## src/rtl/dadda_err_sweep.sv

```systemverilog
// Exhaustive error sweep for an external combinational multiplier: issues every
// operand pair, compares the returned product with the exact one, accumulates stats.
module dadda_err_sweep #(
  parameter int WIDTH = 8,
  parameter int SUM_W = 4 * WIDTH
) (
  input  logic                 clk,
  input  logic                 rst,
  input  logic                 start,
  output logic                 busy,
  output logic                 done,
  output logic [WIDTH-1:0]     mul_in1,
  output logic [WIDTH-1:0]     mul_in2,
  input  logic [2*WIDTH-1:0]   mul_prod,
  output logic [2*WIDTH:0]     total_count,
  output logic [2*WIDTH:0]     err_count,
  output logic [SUM_W-1:0]     sum_ed,
  output logic [2*WIDTH-1:0]   max_ed,
  output logic [WIDTH-1:0]     max_in1,
  output logic [WIDTH-1:0]     max_in2,
  output logic [1:0]           dbg_state
);

  localparam int PW = 2 * WIDTH;
  localparam int CW = 2 * WIDTH + 1;

  typedef enum logic [1:0] {S_IDLE, S_RUN, S_DRAIN, S_DONE} state_t;

  state_t           r_state;
  state_t           w_next;
  logic             w_start_sweep;
  logic             w_last_pair;
  logic             r_drain_cnt;
  logic             r_done;
  logic [WIDTH-1:0] r_in1;
  logic [WIDTH-1:0] r_in2;
  logic             r_s1_valid;
  logic [PW-1:0]    r_s1_ed;
  logic [WIDTH-1:0] r_s1_in1;
  logic [WIDTH-1:0] r_s1_in2;
  logic [CW-1:0]    r_total;
  logic [CW-1:0]    r_err;
  logic [SUM_W-1:0] r_sum;
  logic [PW-1:0]    r_max;
  logic [WIDTH-1:0] r_max_in1;
  logic [WIDTH-1:0] r_max_in2;
  logic [PW-1:0]    w_exact;
  logic [PW-1:0]    w_ed;

  assign w_last_pair = (&r_in1) & (&r_in2);
  assign w_exact     = {{WIDTH{1'b0}}, r_in1} * {{WIDTH{1'b0}}, r_in2};
  assign w_ed        = (mul_prod >= w_exact) ? (mul_prod - w_exact) : (w_exact - mul_prod);

  always_ff @(posedge clk or posedge rst) begin
    if (rst) r_state <= S_IDLE;
    else     r_state <= w_next;
  end

  always_comb begin
    w_next        = r_state;
    w_start_sweep = 1'b0;
    case (r_state)
      S_IDLE, S_DONE: begin
        if (start) begin
          w_next        = S_RUN;
          w_start_sweep = 1'b1;
        end
      end
      S_RUN:   if (w_last_pair) w_next = S_DRAIN;
      S_DRAIN: if (r_drain_cnt) w_next = S_DONE;
      default: w_next = S_IDLE;
    endcase
  end

  always_ff @(posedge clk or posedge rst) begin
    if (rst) begin
      r_drain_cnt <= 1'b0;
      r_done      <= 1'b0;
      r_in1       <= '0;
      r_in2       <= '0;
      r_s1_valid  <= 1'b0;
      r_s1_ed     <= '0;
      r_s1_in1    <= '0;
      r_s1_in2    <= '0;
      r_total     <= '0;
      r_err       <= '0;
      r_sum       <= '0;
      r_max       <= '0;
      r_max_in1   <= '0;
      r_max_in2   <= '0;
    end else begin
      r_drain_cnt <= (r_state == S_DRAIN) ? ~r_drain_cnt : 1'b0;
      r_done      <= (r_state == S_DRAIN) && r_drain_cnt;
      // Stage 1 only captures while a pair is actually being presented.
      r_s1_valid  <= (r_state == S_RUN);
      r_s1_ed     <= w_ed;
      r_s1_in1    <= r_in1;
      r_s1_in2    <= r_in2;
      if (w_start_sweep) begin
        r_in1     <= '0;
        r_in2     <= '0;
        r_total   <= '0;
        r_err     <= '0;
        r_sum     <= '0;
        r_max     <= '0;
        r_max_in1 <= '0;
        r_max_in2 <= '0;
      end else begin
        if (r_state == S_RUN && !w_last_pair) begin
          r_in1 <= r_in1 + 1'b1;
          if (&r_in1) r_in2 <= r_in2 + 1'b1;
        end
        if (r_s1_valid) begin
          r_total <= r_total + CW'(1);
          r_err   <= r_err + CW'(r_s1_ed != '0);
          r_sum   <= r_sum + SUM_W'(r_s1_ed);
          // Strict compare so the earliest pair reaching the maximum is kept.
          if (r_s1_ed > r_max) begin
            r_max     <= r_s1_ed;
            r_max_in1 <= r_s1_in1;
            r_max_in2 <= r_s1_in2;
          end
        end
      end
    end
  end

  assign busy        = (r_state == S_RUN) || (r_state == S_DRAIN);
  assign done        = r_done;
  assign mul_in1     = r_in1;
  assign mul_in2     = r_in2;
  assign total_count = r_total;
  assign err_count   = r_err;
  assign sum_ed      = r_sum;
  assign max_ed      = r_max;
  assign max_in1     = r_max_in1;
  assign max_in2     = r_max_in2;
  assign dbg_state   = r_state;

endmodule

```

## config.mk

```make
export PLATFORM = sky130hd
export DESIGN_NAME = dadda_err_sweep
export DESIGN_NICKNAME = d
export VERILOG_FILES = /design/src/rtl/dadda_err_sweep.sv
export SDC_FILE = /design/constraint.sdc
export NUM_CORES = 1
export LEC_CHECK = 0
export ABC_AREA = 1
export BUFFER_PORTS_ARGS = -buffer_cell sky130_fd_sc_hd__buf_2
export CAP_MARGIN = 20
export CORE_MARGIN = 3
export CORE_UTILIZATION = 26
export DETAILED_ROUTE_END_ITERATION = 6
export REMOVE_ABC_BUFFERS = 1
export SETUP_SLACK_MARGIN = 0.4
export SYNTH_ARGS = -nofsm -noshare
export SYNTH_HDL_FRONTEND = slang
export SYNTH_SLANG_ARGS = --single-unit
```

## constraint.sdc

```tcl
create_clock -name clk -period 6.12 [get_ports clk]
set_clock_uncertainty 0.2 [all_clocks]
set_input_delay 0.306 -clock clk [delete_from_list [all_inputs] [get_ports clk]]
set_output_delay 0.306 -clock clk [all_outputs]
set_load 0.05 [all_outputs]
```

# Word-level counts from Yosys, hierarchy flattened
# Cells that the tools add are included.
# Widths: inputs -> output; s select.
[word_totals]
register_bits = 151
latchBits = 0
ramBits = 0
rom_bits = 0
in_bits = 19
output_inout_bits = 118
mem_count = 0
[op_classes]
n_addsub = 7
multipliers = 1
div = 0
n_lt_le_gt_ge = 2
n_eq_ne = 6
shifts = 0
muxes = 28
n_bitwise = 2
reduce_logical = 16
[op_table]
columns = ["cell", "count"]
rows = [
  ["$mux 8", 11],
  ["$mux 17", 4],
  ["$mux 16", 4],
  ["$mux 32", 2],
  ["$add 32x16->32", 1],
  ["$sub 16x16->16", 2],
  ["$add 17x1->17", 1],
  ["$add 17x1->17 const B", 1],
  ["$add 8x1->8 const B", 2],
  ["$ge 16x16->1", 1],
  ["$gt 16x16->1", 1],
  ["$mul 8x8->16", 1],
  ["$reduce_and 8->1", 2],
  ["$reduce_bool 16->1", 1],
  ["$reduce_bool 2->1", 4],
  ["$mux 2", 3],
  ["$ne 2x2->1 const B", 3],
  ["$pmux 2 s3", 1],
  ["$eq 2x2->1 const B", 2],
  ["$reduce_and 2->1", 2],
  ["$mux 1", 3],
  ["$reduce_and 3->1", 1],
  ["$eq 2x1->1 const B", 1],
  ["$logic_and 1x1->1", 2],
  ["6 further kinds", 6],
]

# Depth between registers and ports, before layout
[depth]
depth_word = 6
mapped_depth = 31
mapped_depth_nobuf = 29

# Worst setup path after synthesis
# OpenSTA, ideal clock, no wires.
[synth_path]
path_type = "register to register"
start = "reg r_in2[7] (netlist: mul_in2[7])"
end = "reg r_s1_ed[3]"
setup_time_ns = 0.117
arrival_ns = 5.725
required_ns = 5.803
path_slack_ns = 0.079
path_stages_with_launch = 29
n_path_buf = 3
period_less_slack_ns = 6.041
cell_sequence = "dfrtp_1 clkbuf_1 nand2_1 fa_1 fa_1 inv_1 fa_1 inv_1 fa_1 inv_1 ha_1 a21oi_1 a21boi_0 o21ai_0 nand2_1 nand2_1 nand2_1 nand2_1 ha_1 buf_2 nand2_1 nor3_1 nand2_1 nand3_1 a21oi_4 inv_4 buf_6 nand2_1 nand2_1"
[synth_between]
elab_chain_len = 3
[synth_rtl]
columns = ["item", "line", "rtl"]
rows = [
  ["start, declared", "36", "logic [WIDTH-1:0] r_in2;"],
  ["start signal, assigned", "111", "if (&r_in1) r_in2 <= r_in2 + 1'b1;"],
  ["$mul 8x8->16", "51", "assign w_exact = {{WIDTH{1'b0}}, r_in1} * {{WIDTH{1'b0}}, r_in2};"],
  ["$ge 16x16->1", "52", "assign w_ed = (mul_prod >= w_exact) ? (mul_prod - w_exact) : (w_exact - mul_prod);"],
  ["$mux 16", "52", ""],
  ["net w_ed[3]", "48", "logic [PW-1:0] w_ed;"],
  ["end signal, assigned", "96", "r_s1_ed <= w_ed;"],
  ["end, declared", "38", "logic [PW-1:0] r_s1_ed;"],
]
# The timed path passes the listed nets, and every way through them passes these cells.
# A chain may end at the register's enable or synchronous reset.

# Worst setup path in the final report
[layout_path]
start = "reg r_in2[6] (netlist: mul_in2[6])"
end = "reg r_s1_ed[2]"
# Same word-level chain as after synthesis.

==> impl_metrics.toml <==
[run_status]
status = "completed"

[setup_path]
critPathKind = "flip-flop to flip-flop"
endpoint_kind = "flip-flop"
reg2reg_from = "mul_in2[6]$_DFFE_PP0P_"
crit_required_ns = 6.25
worst_setup_path_start_kind = "flip-flop"
worstPathMaxFanout = 16
crit_path_start = "mul_in2[6]$_DFFE_PP0P_"
rr_worst_depth = 25
crit_arrival_ns = 5.62

[place]
dp_hpwl_um = 28800
dpl.cell_count = 2456
place.gp.congestion = 0.904
port_buffers = 136
place_ws_ns = 0.172

[synthesis]
synth_edf_count = 0
synth_seq_cells = 151
ys.flop_type = "dfrtp_1"
synthArstFlopShare_pct = 100
ys_warn_count = 0
synth_area_um2 = 12400
syn_inst = 1743
yosysSeqAreaShare_pct = 30.4
avgSynthCellArea_um2 = 7.13
synth_cell_types = 49

[timing]
slew_headroom_pct = 37.6
hold_viol = 0
fin_ws_ns = 0.625
post-route-period-util_pct = 89.8
final_max_slew_viol_count = 0
fin_setup_tns_ns = 0
worst-slew-pin-transition_ns = 0.935
rsz0062_at_grt = "true"
setup_viol = 0
max_freq_mhz = 182
layout_min_cycle_time_ns = 5.49

[drt]
wirelength_um = 37300
drtPass1Iterations = 4
avgViaCountPerCell = 4.66
drc = 0
ant_nets = 0
wl_per_cell_um = 14.9
drt_iter0_drc = 672
vias = 11600

[grt]
grt.overflow.total = 0
grt_pass1_wl_um = 59700
antenna_found_initial = 4
grt_use_met3_pct = 3.04
grt_util_all_layers_pct = 14.7
gr-usage-met1_pct = 19.1
busiest_layer = "met2"
met2_usage_pct = 24.4
grt_max_degree = 82
grt_pass1_vias = 11400

[floorplan]
die_h_um = 225
io_pins = 137
num_rows = 79
start_util_pct = 26.5
die_area_um2 = 50400
core_region_area_um2 = 46900
die_w_um = 225

[hold_path]
hold_depth = 4
hold_path.class = "primary input to flip-flop"
min-delay-start = "mul_prod[1]"

[clocking]
cts_buffer_depth = 2
cts-buffers-inserted = 17
clkSinkCount = 151
cts-htree-levels = 4
cts_root_buffer = "clkbuf_16"
insertion_delay_ns = 0.45
cts_tree = "done"
clk_pin_slew_ns = 0.07

[cells_and_area]
final_nets = 2042
fin_cells = 2499
num-fill-cells = 5047
layout_common_cells = "nand2_1, inv_1, dfrtp_1"
drive_gt1_share_pct = 14.9
final_common_cell = "nand2_1"
area_delta_synth_final_pct = 17.5

[pwr]
p_leak_uw = 0.00824
ir_worst_vdd_mv = 0.186
powerDensity_nw_per_um2 = 359

[run]
max-cap-violations = 0
critical path: stages, from the launching register on:
cell and delay, ns:
dfrtp_2 0.46, buf_4 0.16, buf_4 0.16, nand2_1 0.07
inv_1 0.05, fa_1 0.50, inv_1 0.06, fa_1 0.53
inv_1 0.05, fa_1 0.47, ha_1 0.31, ha_1 0.37
a21oi_2 0.20, o21ai_2 0.09, a21oi_4 0.18, o21ai_1 0.09
xor2_1 0.16, ha_2 0.43, inv_2 0.07, nor3_2 0.21
nand2_1 0.08, nand3_1 0.13, a21oi_4 0.07, buf_8 0.15
nand2_1 0.05, o21ai_0 0.07
path summary, 6_finish.rpt:
kind	slack (ns)	end
min in group asynchronous	0.36	total_count[4]$_DFFE_PP0P_
worst max-delay path	0.63	r_s1_ed[2]$_DFF_PP0_
worst min register to register	0.27	r_drain_cnt$_DFF_PP0_
max in group asynchronous	3.84	mul_in1[1]$_DFFE_PP0P_
worst min-delay path	0.07	r_s1_ed[1]$_DFF_PP0_
worst max register to register	0.63	r_s1_ed[2]$_DFF_PP0_
stage by stage:
stage          power (uW)  cell area, um2  hold slack (ns)  util (%)
3_5_place_dp         4210           13800            0.248      29.4
6_report             5240           14600           0.0684      31.2
4_1_cts              5260           14400           0.0460      30.7
5_1_grt              5660           14600           0.0686      31.2
2_1_floorplan        3320           12100            0.223         -
3_3_place_gp         4170           13800            0.241      29.4
routing by layer:
layer  wire [um]  up-vias
met5          30        -
met4         881        6
met3        1830       57
met2       17600      253
met1       17000     5529
li1            -     5800
area by class of cell:
| cell class | count | area, um2 | share of cell area [%] |
|---|---|---|---|
| well taps | 607 | 759 | 5.20 |
| clock buffers | 18 | 439 | 3.01 |
| diodes | 2 | 5.00 | 0.0343 |
| clock inverters | 14 | 111 | 0.763 |
| multi-input cells | 1239 | 7420 | 50.8 |
| flip-flops and latches | 151 | 3790 | 26.0 |
| repair buffers | 171 | 951 | 6.51 |
| inverters | 297 | 1120 | 7.69 |
power breakdown:
group,total [uW],internal (uW),switching [uW]
Clock,1030,539,487
Combinational,2750,732,2020
Sequential,1460,1210,246
synth_stat cells (3+ instances only):
| master | count | share of area [%] |
|---|---|---|
| a211oi_1 | 3 | 0.18 |
| a21oi_1 | 82 | 3.3 |
| a21oi_2 | 3 | 0.21 |
| a21oi_4 | 3 | 0.39 |
| a22o_1 | 3 | 0.21 |
| a31oi_1 | 3 | 0.15 |
| buf_1 | 6 | 0.18 |
| buf_2 | 17 | 0.68 |
| buf_6 | 6 | 0.54 |
| clkbuf_1 | 24 | 0.73 |
| dfrtp_1 | 151 | 30 |
| fa_1 | 39 | 6.3 |
| ha_1 | 107 | 11 |
| inv_1 | 292 | 8.8 |
| inv_2 | 4 | 0.12 |
| nand2_1 | 503 | 15 |
| nand2_2 | 9 | 0.45 |
| nand3_1 | 125 | 5.0 |
| nand3b_1 | 3 | 0.18 |
| nand4_1 | 63 | 3.2 |
| nor2_1 | 123 | 3.7 |
| nor2_2 | 3 | 0.15 |
| nor3_1 | 20 | 0.81 |
| nor4_1 | 9 | 0.45 |
| o21ai_0 | 59 | 2.4 |
| o21ai_1 | 5 | 0.20 |
| o21bai_1 | 5 | 0.30 |
| o31ai_1 | 4 | 0.24 |
| xnor2_1 | 8 | 0.56 |
| xor2_1 | 32 | 2.3 |
timing repair:
action	4_1_cts	5_1_grt
gates resized for setup	11	46
pin swaps	0	4
setup endpoints to repair	15	15
buffers inserted	0	8
endpoints found under the hold margin	80	0
hold buffers	1	0
cells by family (layout without fill, tap and decap cells):
logic type,Yosys count,after routing,synth area share [%]
AND/OR/NAND/NOR,874,874,30.3
buffers and inverters,353,500,11.3
AO/OA/AOI/OAI,179,179,8.11
flip-flops,151,151,30.4
adder cells (fa/ha/maj),146,146,17.1
XOR/XNOR,40,40,2.82
other,0,2,0
flip-flops by register name, indices dropped and copies added, names as in the netlist:
register     count
err_count       17
r_s1_valid       1
r_s1_in1         8
r_drain_cnt      1
max_ed          16
total_count     17
mul_in1          8
mul_in2          8
r_s1_ed         16
r_s1_in2         8
max_in1          8
sum_ed          32
dbg_state        2
done             1
max_in2          8
(Power assumes the default switching activity.)
